[config.mk]
export PLATFORM = sky130hd
export DESIGN_NAME = lzw_encode_ctrl
export DESIGN_NICKNAME = d
export VERILOG_FILES = /design/src/rtl/lzw_encode_ctrl.sv
export SDC_FILE = /design/constraint.sdc
export NUM_CORES = 1
export LEC_CHECK = 0
export BUFFER_PORTS_ARGS = -buffer_cell sky130_fd_sc_hd__buf_2
export CAP_MARGIN = 20
export CORE_UTILIZATION = 57
export DETAILED_ROUTE_END_ITERATION = 8
export PLACE_DENSITY = 0.92
export SYNTH_ARGS = -nofsm -noshare
export SYNTH_HDL_FRONTEND = slang
export SYNTH_SLANG_ARGS = --single-unit
[constraint.sdc]
create_clock -name clk -period 6.48 [get_ports clk]
set_input_delay 0.324 -clock clk [delete_from_list [all_inputs] [get_ports clk]]
set_output_delay 0.324 -clock clk [all_outputs]
set_load 0.1 [all_outputs]
[src/rtl/lzw_encode_ctrl.sv]
// LZW encoder sequencer: tracks the prefix code, issues one CAM lookup/insert per byte, emits codes on a miss.
// Optional macro LZW_EOF_CODE_EN appends EOF_CODE as the final code of every stream.
module lzw_encode_ctrl #(
  parameter int unsigned LOGD       = 12,
  parameter int unsigned FIRST_CODE = 258,
  parameter int unsigned EOF_CODE   = 257
) (
  input  logic            clk,
  input  logic            rst,
  input  logic            in_valid,
  output logic            in_ready,
  input  logic [7:0]      in_byte,
  input  logic            in_last,
  output logic            out_valid,
  input  logic            out_ready,
  output logic [LOGD-1:0] out_code,
  output logic            out_last,
  output logic            cam_fire,
  output logic [LOGD-1:0] cam_code,
  output logic [7:0]      cam_c,
  input  logic            cam_valid,
  input  logic [LOGD:0]   cam_encoding,
  output logic            dict_full
);

  localparam int unsigned CW = LOGD + 1;
  localparam logic [LOGD:0] FULL_CODE  = {1'b1, {LOGD{1'b0}}};
  localparam logic [LOGD:0] FIRST_C    = CW'(FIRST_CODE);

  // Reserved codes must sit below the first dynamic code, which must fit the dictionary.
  if ((EOF_CODE >= FIRST_CODE) || (FIRST_CODE >= (32'd1 << LOGD)) || (LOGD < 9)) begin : g_cfg_err
    $error("lzw_encode_ctrl: inconsistent LOGD/FIRST_CODE/EOF_CODE");
  end

  typedef enum logic [2:0] {
    S_IDLE  = 3'd0,
    S_READ  = 3'd1,
    S_FIRE  = 3'd2,
    S_WAIT  = 3'd3,
    S_EMIT  = 3'd4,
`ifdef LZW_EOF_CODE_EN
    S_EOF   = 3'd6,
`endif
    S_FLUSH = 3'd5
  } state_e;

  state_e state_q, state_d;

  logic [LOGD-1:0] prefix_q, prefix_d;
  logic [7:0]      c_q, c_d;
  logic            last_q, last_d;
  logic [LOGD:0]   next_code_q, next_code_d;

  logic            in_ready_q, in_ready_d;
  logic            out_valid_q, out_valid_d;
  logic [LOGD-1:0] out_code_q, out_code_d;
  logic            out_last_q, out_last_d;
  logic            cam_fire_q, cam_fire_d;
  logic [LOGD-1:0] cam_code_q, cam_code_d;
  logic [7:0]      cam_c_q, cam_c_d;
  logic            dict_full_q, dict_full_d;

  logic in_fire_c;
  logic out_fire_c;
  logic hit_c;

  assign in_fire_c  = in_valid & in_ready_q;
  assign out_fire_c = out_valid_q & out_ready;
  // A full dictionary returns FULL_CODE, which equals next_code and so reads as a miss.
  assign hit_c      = (cam_encoding != next_code_q);

  // State register
  always_ff @(posedge clk or posedge rst) begin
    if (rst) begin
      state_q <= S_IDLE;
    end else begin
      state_q <= state_d;
    end
  end

  // Next-state logic
  always_comb begin
    state_d = state_q;
    case (state_q)
      S_IDLE: begin
        if (in_fire_c) state_d = in_last ? S_FLUSH : S_READ;
      end
      S_READ: begin
        if (in_fire_c) state_d = S_FIRE;
      end
      S_FIRE: begin
        state_d = S_WAIT;
      end
      S_WAIT: begin
        if (cam_valid) begin
          if (hit_c) state_d = last_q ? S_FLUSH : S_READ;
          else       state_d = S_EMIT;
        end
      end
      S_EMIT: begin
        if (out_fire_c) state_d = last_q ? S_FLUSH : S_READ;
      end
      S_FLUSH: begin
`ifdef LZW_EOF_CODE_EN
        if (out_fire_c) state_d = S_EOF;
`else
        if (out_fire_c) state_d = S_IDLE;
`endif
      end
`ifdef LZW_EOF_CODE_EN
      S_EOF: begin
        if (out_fire_c) state_d = S_IDLE;
      end
`endif
      default: begin
        state_d = S_IDLE;
      end
    endcase
  end

  // Datapath next values: prefix, pending byte, last flag, allocation counter
  always_comb begin
    prefix_d    = prefix_q;
    c_d         = c_q;
    last_d      = last_q;
    next_code_d = next_code_q;
    case (state_q)
      S_IDLE: begin
        if (in_fire_c) prefix_d = LOGD'(in_byte);
      end
      S_READ: begin
        if (in_fire_c) begin
          c_d    = in_byte;
          last_d = in_last;
        end
      end
      S_WAIT: begin
        if (cam_valid) begin
          if (hit_c) begin
            prefix_d = cam_encoding[LOGD-1:0];
          end else if (next_code_q < FULL_CODE) begin
            next_code_d = next_code_q + CW'(1);
          end
        end
      end
      S_EMIT: begin
        if (out_fire_c) prefix_d = LOGD'(c_q);
      end
      default: begin
      end
    endcase
  end

  // Output logic: registered outputs follow the state being entered
  always_comb begin
    in_ready_d  = 1'b0;
    cam_fire_d  = 1'b0;
    cam_code_d  = cam_code_q;
    cam_c_d     = cam_c_q;
    out_valid_d = 1'b0;
    out_last_d  = 1'b0;
    out_code_d  = out_code_q;
    dict_full_d = (next_code_d == FULL_CODE);
    case (state_d)
      S_IDLE, S_READ: begin
        in_ready_d = 1'b1;
      end
      S_FIRE: begin
        cam_fire_d = 1'b1;
        cam_code_d = prefix_d;
        cam_c_d    = c_d;
      end
      S_EMIT: begin
        out_valid_d = 1'b1;
        out_code_d  = prefix_d;
      end
      S_FLUSH: begin
        out_valid_d = 1'b1;
        out_code_d  = prefix_d;
`ifdef LZW_EOF_CODE_EN
        out_last_d  = 1'b0;
`else
        out_last_d  = 1'b1;
`endif
      end
`ifdef LZW_EOF_CODE_EN
      S_EOF: begin
        out_valid_d = 1'b1;
        out_code_d  = LOGD'(EOF_CODE);
        out_last_d  = 1'b1;
      end
`endif
      default: begin
      end
    endcase
  end

  // Datapath and output registers; the dictionary counter only clears on reset
  always_ff @(posedge clk or posedge rst) begin
    if (rst) begin
      prefix_q    <= '0;
      c_q         <= '0;
      last_q      <= 1'b0;
      next_code_q <= FIRST_C;
      in_ready_q  <= 1'b0;
      out_valid_q <= 1'b0;
      out_code_q  <= '0;
      out_last_q  <= 1'b0;
      cam_fire_q  <= 1'b0;
      cam_code_q  <= '0;
      cam_c_q     <= '0;
      dict_full_q <= 1'b0;
    end else begin
      prefix_q    <= prefix_d;
      c_q         <= c_d;
      last_q      <= last_d;
      next_code_q <= next_code_d;
      in_ready_q  <= in_ready_d;
      out_valid_q <= out_valid_d;
      out_code_q  <= out_code_d;
      out_last_q  <= out_last_d;
      cam_fire_q  <= cam_fire_d;
      cam_code_q  <= cam_code_d;
      cam_c_q     <= cam_c_d;
      dict_full_q <= dict_full_d;
    end
  end

  assign in_ready  = in_ready_q;
  assign out_valid = out_valid_q;
  assign out_code  = out_code_q;
  assign out_last  = out_last_q;
  assign cam_fire  = cam_fire_q;
  assign cam_code  = cam_code_q;
  assign cam_c     = cam_c_q;
  assign dict_full = dict_full_q;

endmodule

Word-level counts from Yosys, hierarchy flattened
Cells that the tools add are included.
Widths: inputs -> output; s select.

operators by class
  eq/ne operators = 11
  muxes and demuxes = 24
  bitwise gates (word level) = 2
  add/sub/neg operators = 1
  reductions and logical operators = 5
  $lt $le $gt $ge = 1

operators with widths
  operator               number
  $mux 13                4
  $mux 12                4
  $pmux 12 s3            1
  $mux 3                 8
  $pmux 3 s6             1
  $mux 8                 2
  $add 13x1->13 const B  1
  $eq 13x13->1 const B   1
  $lt 13x13->1 const B   1
  $ne 13x13->1           1
  $eq 3x3->1 const B     4
  $eq 3x2->1 const B     3
  $eq 3x1->1 const B     2
  $logic_not 3->1        2
  $mux 1                 4
  $reduce_or 2->1        2
  $and 1x1->1            2
  $reduce_and 2->1       1

word-level totals
  register bits = 74
  bits of input ports = 27
  logic and storage cells = 57
  output and inout bits = 37

Depth between registers and ports, before layout
Gate-level depths: netlist of run 1.

  word-level depth = 7
  depth in mapped cells = 8
  mapped depth without buffers = 6

Worst setup path before layout of run 1
Ideal clock, no wire load.

  path kind = flip-flop to flip-flop
  from = reg in_ready_q, in the netlist in_ready
  to = reg out_code_q[0], in the netlist out_code[0]
  clock period less this slack = 2.653 ns
  required time = 6.354 ns
  buffers on the path = 1
  arrival time = 2.527 ns
  cell stages (with the launch flop) = 6
  setup time = 0.126 ns
  setup slack = 3.827 ns
  path through = dfrtp_1 nand3_1 nor3_1 a221oi_2 buf_2 mux2_2

between the ends
  cells in the longest elaborated chain, start to end = 5
  elaborated cells between the ends (all ways) = 9
  those cells by class = 2 x eq/ne; 5 x mux; 1 x bitwise; 1 x reduce/logical

RTL lines
  element                           line    RTL
  from (decl)                       54      logic in_ready_q, in_ready_d;
  from (signal assigned)            218     in_ready_q <= in_ready_d;
  $and 1x1->1 *                     67      assign in_fire_c = in_valid & in_ready_q;
  $mux 3 (on tied branches)         89, 86
  $pmux 3 s6                        84      case (state_q)
  $eq 3x3->1                        164     case (state_d)
  $reduce_or 2->1 (no source line)  n/a
  to (signal assigned)              220     out_code_q <= out_code_d;
  to (decl)                         56      logic [LOGD-1:0] out_code_q, out_code_d;

Mark *: on every way between the ends. The rest lies on a longest branch, timed or not.
A chain may end at the register's enable or synchronous reset.

Worst setup path after layout of run 1
  from = reg next_code_q[3]
  to = reg cam_code_q[3], in the netlist cam_code[3]

between the ends
  elaborated cells between the ends (all ways) = 8
  those cells by class = 2 x eq/ne; 6 x mux

RTL lines
  element                 line  RTL
  from (decl)             52    logic [LOGD:0] next_code_q, next_code_d;
  from (signal assigned)  217   next_code_q <= next_code_d;
  $ne 13x13->1            70    assign hit_c = (cam_encoding != next_code_q);
  $mux 12                 139   if (hit_c) begin
  $mux 12                 138   if (cam_valid) begin
  $pmux 12 s3             127   case (state_q)
  via prefix_d[3]         49    logic [LOGD-1:0] prefix_q, prefix_d;
  to (signal assigned)    223   cam_code_q <= cam_code_d;
  to (decl)               59    logic [LOGD-1:0] cam_code_q, cam_code_d;

The timed path passes the listed nets, and every way through them passes these cells.

==> impl_metrics.csv, run 1 <==
group,metric,value,unit
cells_and_area,drive_gt1_share,32.6,%
logic_synthesis,syn-cell-area,0.00336,sq mm
sta,rsz0062_at_grt,"no",
global_route,grt_pass1_vias,2510,
cells_and_area,multi_input_area,0.00139,sq mm
global_route,grt_max_degree,75,
cts,cts_resized,0,
worst_setup_path,critical_path.max_fanout,24,
cts,cts_max_path_buffers,2,
worst_setup_path,startpoint,"next_code_q[3]",
logic_synthesis,synth.distinct_cells,50,
route,wl_met2,3.68,mm
cells_and_area,num_antenna_cells,0,
cts,holdBufCountCts,0,
cts,htree_levels,3,
sta,period_minus_slack,2910,ps
global_route,grt_pass1_wl,12.2,mm
worst_setup_path,end_kind,"flop",
logic_synthesis,synth-edff-count,0,
logic_synthesis,synth-seq-cells,74,
logic_synthesis,ys_seq_area_share,55.3,%
worst_hold_path,hold_class,"in2reg",
route,wl,7.46,mm
global_route,gr-usage-all-layers,26.3,%
cells_and_area,post-route-util,70.6,%
route,drtIter0Drc,218,
placed_design,port_buffers,63,
worst_hold_path,min_from,"in_last",
cells_and_area,fillers,395,
sta,fin_skew,11.7,ps
die,placementRows,27,
route,drc_errors,0,
worst_setup_path,worstSetupStartpointType,"flop",
cells_and_area,layout_common_cells,"72 x dfrtp_1, 64 x nand2_1, 63 x buf_2",
worst_setup_path,crit_type,"reg2reg",
route,routed.top_layer,"met4",
sta,maxSlewViolCount,0,
flow_run,maxCapViolations,0,
sta,max_freq,0.344,GHz
worst_setup_path,timing.rr.start,"next_code_q[3]",
route,vias_per_cell,5.89,
sta,tightest_slew,1050,ps
die,die_h,78.7,um
cts,numCtsBuffers,9,
die,ios,64,
cells_and_area,mostFrequentLayoutCell,"dfrtp_1",
placed_design,dp_hpwl,5.31,mm
cts,cts_tree,"built",
status,outcome,"completed",
logic_synthesis,ys_warn_count,0,
sta,min_period_over_period,44.9,%
worst_setup_path,required,6710,ps
logic_synthesis,syn_nets,326,
logic_synthesis,ys.flop_type,"dfrtp_1",
cts,insertion_delay,350,ps
placed_design,gp_congestion,0.858,
route,vias,2572,
sta,maxSlewHeadroom,29.6,%
cells_and_area,fin_nets,388,
route,drtPass1Iterations,4,
sta,hold_violations,0,
route,wl_per_cell,17.1,um
logic_synthesis,syn_avg_cell_area,11.3,sq um
cells_and_area,syn_to_final_growth,17.2,%
die,fp.coreArea,0.00557,sq mm
route,antenna_left,0,
cts,cts_root_buf,"clkbuf_8",
worst_setup_path,arrival,3140,ps
die,die_width,78.7,um
logic_synthesis,synthCells,298,
route,drt-met1-wl,3.09,mm
sta,setup_violations,0,
global_route,antenna_found_initial,0,
cts,clk_pin_slew,80,ps
logic_synthesis,async_flop_share,100,%
global_route,grt_overflow,0,
route,wl_met3,484,um
sta,hold_slack,207,ps
sta,setup_tns,0,ps
cts,cts_setup_buffers,0,
cts,cts.sinks,74,
die,initial_core_util,60.2,%
die,dieArea,0.00620,sq mm
cells_and_area,layout.area.seq,0.00185,sq mm
==> worst paths after layout <==
path                                     to  slack [ps]  depth (start not counted)
worst max-delay path            cam_code[3]        3570                          6
worst min-delay path                 last_q         210                          3
worst max register to register  cam_code[3]        3570                          6
worst min register to register     cam_c[3]         490                          2
max in group asynchronous          cam_c[3]        5670                          3
min in group asynchronous          out_last         230                          3
==> worst max-delay path: stages (launching register included) <==
cell and delay, ps:
dfrtp_1 470, xor2_1 210, nor4_4 430, a41oi_2 540
a222oi_1 530, o21ai_0 250, mux2_2 350
==> kinds of logic (layout without fill, tap and decap cells) <==
logic type | count (synthesis) | after routing | share of synthesized area, %
AND/OR/NAND/NOR | 114 | 114 | 17.3
flip-flops | 74 | 74 | 55.3
AO/OA/AOI/OAI | 40 | 40 | 9.47
multiplexers | 25 | 25 | 8.39
XOR/XNOR | 22 | 22 | 5.97
buffers and inverters | 22 | 89 | 3.24
adder cells (fa/ha/maj) | 1 | 1 | 0.373
==> cells in the mapped netlist, types with 2 or more instances <==
cell / count / area share [%]
a222oi_1: 8 / 2.4
buf_1: 2 / 0.22
nand2_1: 64 / 7.2
clkbuf_1: 5 / 0.56
nor4_4: 2 / 1.3
buf_6: 2 / 0.67
buf_4: 2 / 0.45
nor2_1: 6 / 0.67
mux2_2: 25 / 8.4
nor3b_1: 3 / 0.67
nor3_1: 8 / 1.2
dfrtp_1: 72 / 54
xnor2_1: 5 / 1.3
o31ai_1: 2 / 0.45
nand4_1: 3 / 0.56
nor2b_1: 4 / 0.75
nand2b_1: 2 / 0.37
nor4_1: 2 / 0.37
inv_1: 8 / 0.89
o21ai_0: 13 / 1.9
o2111ai_1: 2 / 0.52
nand3_1: 10 / 1.5
dfstp_2: 2 / 1.6
xor2_1: 16 / 4.2
o21a_1: 3 / 0.67
buf_2: 2 / 0.30
o211ai_1: 2 / 0.45
==> area by class of cell <==
type	instances	area share (%)
Sequential cell	74	47.1
Multi-Input combinational cell	202	35.4
Timing Repair Buffer	65	8.40
Clock buffer	11	3.85
Tap cell	72	2.29
Clock inverter	5	2.16
Inverter	8	0.763
==> stage by stage <==
stage | cells | worst slack (ps) | cell area (sq um)
final | 437 | 3570 | 3930
after floorplan | 298 | 3830 | 3360
after CTS | 437 | 3600 | 3930
after global routing | 437 | 3390 | 3930
after detailed placement | 421 | 3630 | 3700
after global placement | 421 | 3680 | 3700
==> registers in the layout, indices dropped and copies added (netlist names), 3 cells and up <==
signal       count
out_code        12
next_code_q     13
c_q              8
state_q          3
cam_c            8
cam_code        12
prefix_q        12
==> per-layer routing <==
metal,vias up,track usage [%]
li1,1171,-
met1,1260,34.6
met2,122,41.7
met3,19,4.60
met4,0,14.1
met5,-,0
Power of run 1 is left out: the tool's default activity adds up to more than one toggle a clock period on the data nets, which glitch-free logic cannot reach.
==> run 2: changes to the inputs <==
Settings changed: CORE_UTILIZATION 57 to 55, PLACE_DENSITY 0.92 to 0.89.
Clock period 6.48 ns to 2.7 ns, I/O delays scaled along.
==> impl_metrics.csv, run 2 (synthesis gave the netlist of run 1 again) <==
group,metric,value,unit
cts,clk_pin_slew,80,ps
sta,tightest_slew,1020,ps
cells_and_area,layout_common_cells,"71 x dfrtp_1, 64 x nand2_1, 63 x buf_2",
placed_design,gp_congestion,0.992,
cts,cts_tree,"built",
worst_setup_path,critical_path.max_fanout,7,
die,fp.coreArea,0.00589,sq mm
cells_and_area,mostFrequentLayoutCell,"dfrtp_1",
sta,maxSlewHeadroom,31.2,%
die,die_width,80.1,um
placed_design,pre_cts_ws,74.7,ps
global_route,grt_max_degree,43,
route,drtPass1Iterations,5,
cts,cts_max_path_buffers,2,
cells_and_area,num_antenna_cells,0,
die,ios,64,
cts,insertion_delay,360,ps
global_route,grt_pass1_vias,2540,
die,initial_core_util,57.0,%
worst_setup_path,end_kind,"flop",
global_route,grt_pass1_wl,12.2,mm
die,die_h,80.1,um
route,wl,7.59,mm
sta,hold_violations,0,
worst_setup_path,startpoint,"next_code_q[0]",
cts,cts.sinks,74,
cells_and_area,largest_reg_flops,13,
cells_and_area,fin_nets,401,
worst_hold_path,min_from,"in_last",
route,antenna_left,0,
die,dieArea,0.00642,sq mm
sta,worst_slack,124,ps
route,drc_errors,0,
global_route,grt_overflow,0,
route,vias,2632,
placed_design,port_buffers,63,
worst_setup_path,crit_path_cell_trace,"xor2_1 > nor4_4 > buf_4 > nand4_4 > o21a_1 > or4_4 > a2111oi_2",
placed_design,dp_hpwl,5.59,mm
worst_setup_path,required,2950,ps
status,outcome,"completed",
flow_run,maxCapViolations,0,
worst_setup_path,worstSetupStartpointType,"flop",
worst_setup_path,crit_type,"reg2reg",
worst_setup_path,arrival,2820,ps
sta,maxSlewViolCount,0,
sta,min_period_over_period,95.4,%
die,placementRows,28,
cts,htree_levels,3,
worst_setup_path,timing.rr.start,"next_code_q[0]",
cts,numCtsBuffers,9,
route,wl_per_cell,16.7,um
global_route,antenna_found_initial,0,
cells_and_area,drive_gt1_share,34.7,%
sta,setup_tns,0,ps
sta,rsz0062_at_grt,"no",
cts,cts_root_buf,"clkbuf_8",
worst_setup_path,cpPeakStageDelay,510,ps
route,vias_per_cell,5.81,
sta,setup_violations,0,
worst_hold_path,hold_class,"in2reg",
sta,max_freq,0.388,GHz
sta,fin_skew,8.37,ps
route,drtIter0Drc,200,
worst_setup_path,critPathSlowestCell,"or4_4",
cells_and_area,syn_to_final_growth,18.6,%
sta,period_minus_slack,2580,ps
global_route,gr-usage-all-layers,26.2,%
cells_and_area,largest_register,"next_code_q",
-- run 2: cell type report --
type                       count  area (sq um)
clock inverter                 5          37.5
timing repair buffer          78           430
clock buffer                  11           141
tap                           75          93.8
multi-input combinational    202          1390
inverter                       8          30.0
fill                         444          1900
sequential                    74          1860
-- run 2: metrics by stage --
stage	hold slack [ps]	cell area, sq um	utilization [%]	std cells
floorplan	240	3360	-	298
global placement	250	3780	64.3	435
detailed placement	245	3780	64.3	435
CTS	0.112	3970	67.5	452
global route	17.0	3980	67.6	453
finish	14.6	3980	67.6	453
-- run 2: layer usage --
metal  GRT usage (%)  vias up  share of wire [%]
met5               0        -                  0
met4            15.5        0                3.5
met3            5.80       28                6.1
met2            41.3      111                 50
met1            33.2     1292                 41
li1                -     1201                  -
-- run 2: timing repair --
action                     in CTS  in global routing
setup buffers                   0                  1
hold buffers                    1                  0
hold endpoints to repair       72                  0
resized for setup               0                  2
setup endpoints to repair       0                 14
-- run 2: path summary, 6_finish.rpt --
path / endpoint / slack [ps] / cells past startpoint
max: dict_full / 120 / 7
min: last_q / 10 / 3
max reg2reg: dict_full / 120 / 7
min reg2reg: cam_c[5] / 480 / 2
max in group asynchronous: next_code_q[3] / 1850 / 4
min in group asynchronous: last_q / 410 / 4
-- run 2: worst max-delay path, delay by kind of cell (launching register included) --
kind	cells	cell delay [ps]
xor+xnor	1	200
compound gates	2	590
buf+inv	1	190
flops	1	470
simple gates	3	1010
Power of run 2 is left out for the same reason.
==> run 3: changes to the inputs <==
Settings changed: CORE_UTILIZATION 55 to 50, PLACE_DENSITY 0.89 to 0.86.
Clock period 2.7 ns to 2.2 ns, I/O delays scaled along.
==> impl_metrics.csv, run 3 (synthesis gave the netlist of run 1 again) <==
group,metric,value,unit
global_route,use_met1,35.5,%
route,drtPass1Iterations,5,
worst_hold_path,min_path_cells,3,
die,fp.coreArea,0.00642,sq mm
worst_setup_path,r2r_cells,6,
route,wl,9.85,mm
cts,cts.sinks,74,
global_route,grt_overflow,0,
worst_setup_path,cp_top_family,"compound AO/OA/AOI/OAI gates",
sta,rsz0062_at_grt,"yes",
route,vias,2965,
global_route,grt_util_met2,46.3,%
sta,worst_slack,-305,ps
sta,maxSlewViolCount,0,
route,drc_errors,0,
placed_design,port_buffers,63,
cells_and_area,layout_common_cells,"70 x dfrtp_1, 64 x nand2_1, 64 x buf_2",
die,die_width,83.9,um
global_route,grt_pass1_wl,15.2,mm
cells_and_area,num_antenna_cells,0,
worst_setup_path,end_kind,"flop",
status,violations,"setup timing",
worst_setup_path,cp_num_buf_inv,0,
sta,hold_slack,19.1,ps
cells_and_area,largest_register,"next_code_q",
route,wl_per_cell,20.1,um
die,dieArea,0.00704,sq mm
worst_setup_path,arrival,2750,ps
global_route,grt_busiest_layer,"met2",
cts,cts_tree,"built",
cts,numCtsBuffers,9,
worst_setup_path,r2r_setup_slack,-310,ps
die,placementRows,29,
sta,tightest_slew,1020,ps
worst_hold_path,hold_class,"in2reg",
worst_setup_path,timing.rr.start,"next_code_q[3]",
worst_setup_path,cpPeakStageDelay,580,ps
cts,clk_pin_slew,90,ps
placed_design,dp_hpwl,5.65,mm
sta,period_minus_slack,2510,ps
placed_design,gp_congestion,0.909,
worst_setup_path,reg2reg_to,"cam_code[5]",
worst_hold_path,hold_end,"cam_c[6]",
worst_setup_path,crit_path_cell_trace,"xor2_2 > nor4_4 > a41oi_4 > a222oi_1 > o21ai_1 > mux2_2",
pwr,seq_power_share,29.7,%
die,initial_core_util,52.3,%
pwr,p_sw,3.90,mW
cells_and_area,drive_gt1_share,42.2,%
worst_setup_path,required,2440,ps
global_route,grt_util_met3,6.23,%
global_route,grt_max_degree,75,
cells_and_area,syn_to_final_growth,32.0,%
cells_and_area,mostFrequentLayoutCell,"dfrtp_1",
global_route,antenna_found_initial,0,
cts,cts_root_buf,"clkbuf_8",
route,drtIter0Drc,344,
pwr,ir_worst_vdd,1980,uV
pwr,p_leak,2.23,nW
worst_hold_path,min_from,"in_byte[6]",
sta,hold_violations,0,
cts,cts_max_path_buffers,2,
sta,setup_violations,21,
cells_and_area,post_layout_nonfiller_instances,489,
worst_setup_path,worstSetupStartpointType,"flop",
sta,min_period_over_period,114,%
die,ios,64,
pwr,cellPowerDensity,1630,mW/mm^2
cts,insertion_delay,360,ps
pwr,intPower,3.32,mW
die,die_h,83.9,um
cells_and_area,post-route-util,69.0,%
worst_setup_path,critPathSlowestCell,"a222oi_1",
flow_run,maxCapViolations,0,
sta,max_freq,0.399,GHz
pwr,power_frac_comb,55.3,%
status,outcome,"finished with violations",
route,antenna_left,0,
cts,htree_levels,3,
route,vias_per_cell,6.06,
cells_and_area,fillers,377,
pwr,switching_share,54.0,%
sta,maxSlewHeadroom,31.5,%
global_route,grt_pass1_vias,2953,
worst_setup_path,critical_path.max_fanout,10,
pwr,clock_power_share,15.0,%
cells_and_area,largest_reg_flops,13,
global_route,gr-usage-all-layers,28.5,%
sta,setup_tns,-2730,ps
placed_design,pre_cts_ws,-263,ps
worst_setup_path,crit_type,"reg2reg",
sta,fin_skew,14.2,ps
cells_and_area,fin_nets,435,
placed_design,placedCellCount,456,
## run 3: cell count changes in the layout (fill, tap and decap cells not counted), sizes merged
cell	delta
buf	+29
clkinvlp	-1
clkbuf	-2
bufinv	+1
inv	+1
clkinv	+1
dlygate4sd3	+5
## run 3: worst register-to-register path, delay by kind of cell (launching register included)
family	cells	cell delay (ps)
AO/OA/AOI/OAI	3	1070
XOR/XNOR	1	190
flip-flops	1	440
multiplexers	1	310
AND/OR/NAND/NOR	1	370
## run 3: power groups by stage
stage	clock (mW)	sequential (mW)	combinational (mW)
floorplan	0	4.09	1.03
global placement	0	2.08	3.66
detailed placement	0	2.11	3.74
CTS	1.08	2.10	3.81
global route	1.14	2.18	4.15
finish	1.08	2.15	3.99
## run 3: layout make-up
class / count / area, sq um / share of cell area [%]
inverters: 8 / 30.0 / 0.678
clock buffers: 9 / 124 / 2.80
multi-input cells: 202 / 1520 / 34.2
flip-flops and latches: 74 / 1860 / 41.9
clock inverters: 7 / 73.8 / 1.67
well taps: 77 / 96.3 / 2.17
repair buffers: 112 / 733 / 16.5
## run 3: repair_timing
action / CTS / global route
pin swaps: 5 / 8
gates resized for setup: 13 / 11
hold endpoints to repair: 80 / 0
setup endpoints to repair: 26 / 32
gates cloned: 0 / 0
hold buffers: 6 / 0
buffers inserted: 7 / 4
## run 3: how the worst max path moves through the flow
stage                    start     endpoint  slack, ps  cells past startpoint
6_report        next_code_q[3]  cam_code[5]       -310                      6
5_1_grt        next_code_q[10]  out_code[5]       -320                      6
4_1_cts        next_code_q[10]  out_code[0]       -150                      6
3_5_place_dp    next_code_q[2]  cam_code[5]       -260                      6
3_3_place_gp    next_code_q[2]  cam_code[4]       -100                      6
2_1_floorplan   next_code_q[5]  cam_code[0]        -30                      8
## run 3: per-layer routing
layer  up-vias  wire length [um]
li1       1272                 -
met1      1421              3760
met2       208              4660
met3        64               829
met4         0               593
met5         -                 0
## run 3: per-stage QoR
step	area (sq um)	total power [mW]
3_5_place_dp	4010	5.85
4_1_cts	4370	6.99
6_report	4430	7.22
3_3_place_gp	4010	5.75
5_1_grt	4430	7.47
2_1_floorplan	3410	5.12
Note: power is estimated with default switching activity, not from simulation.
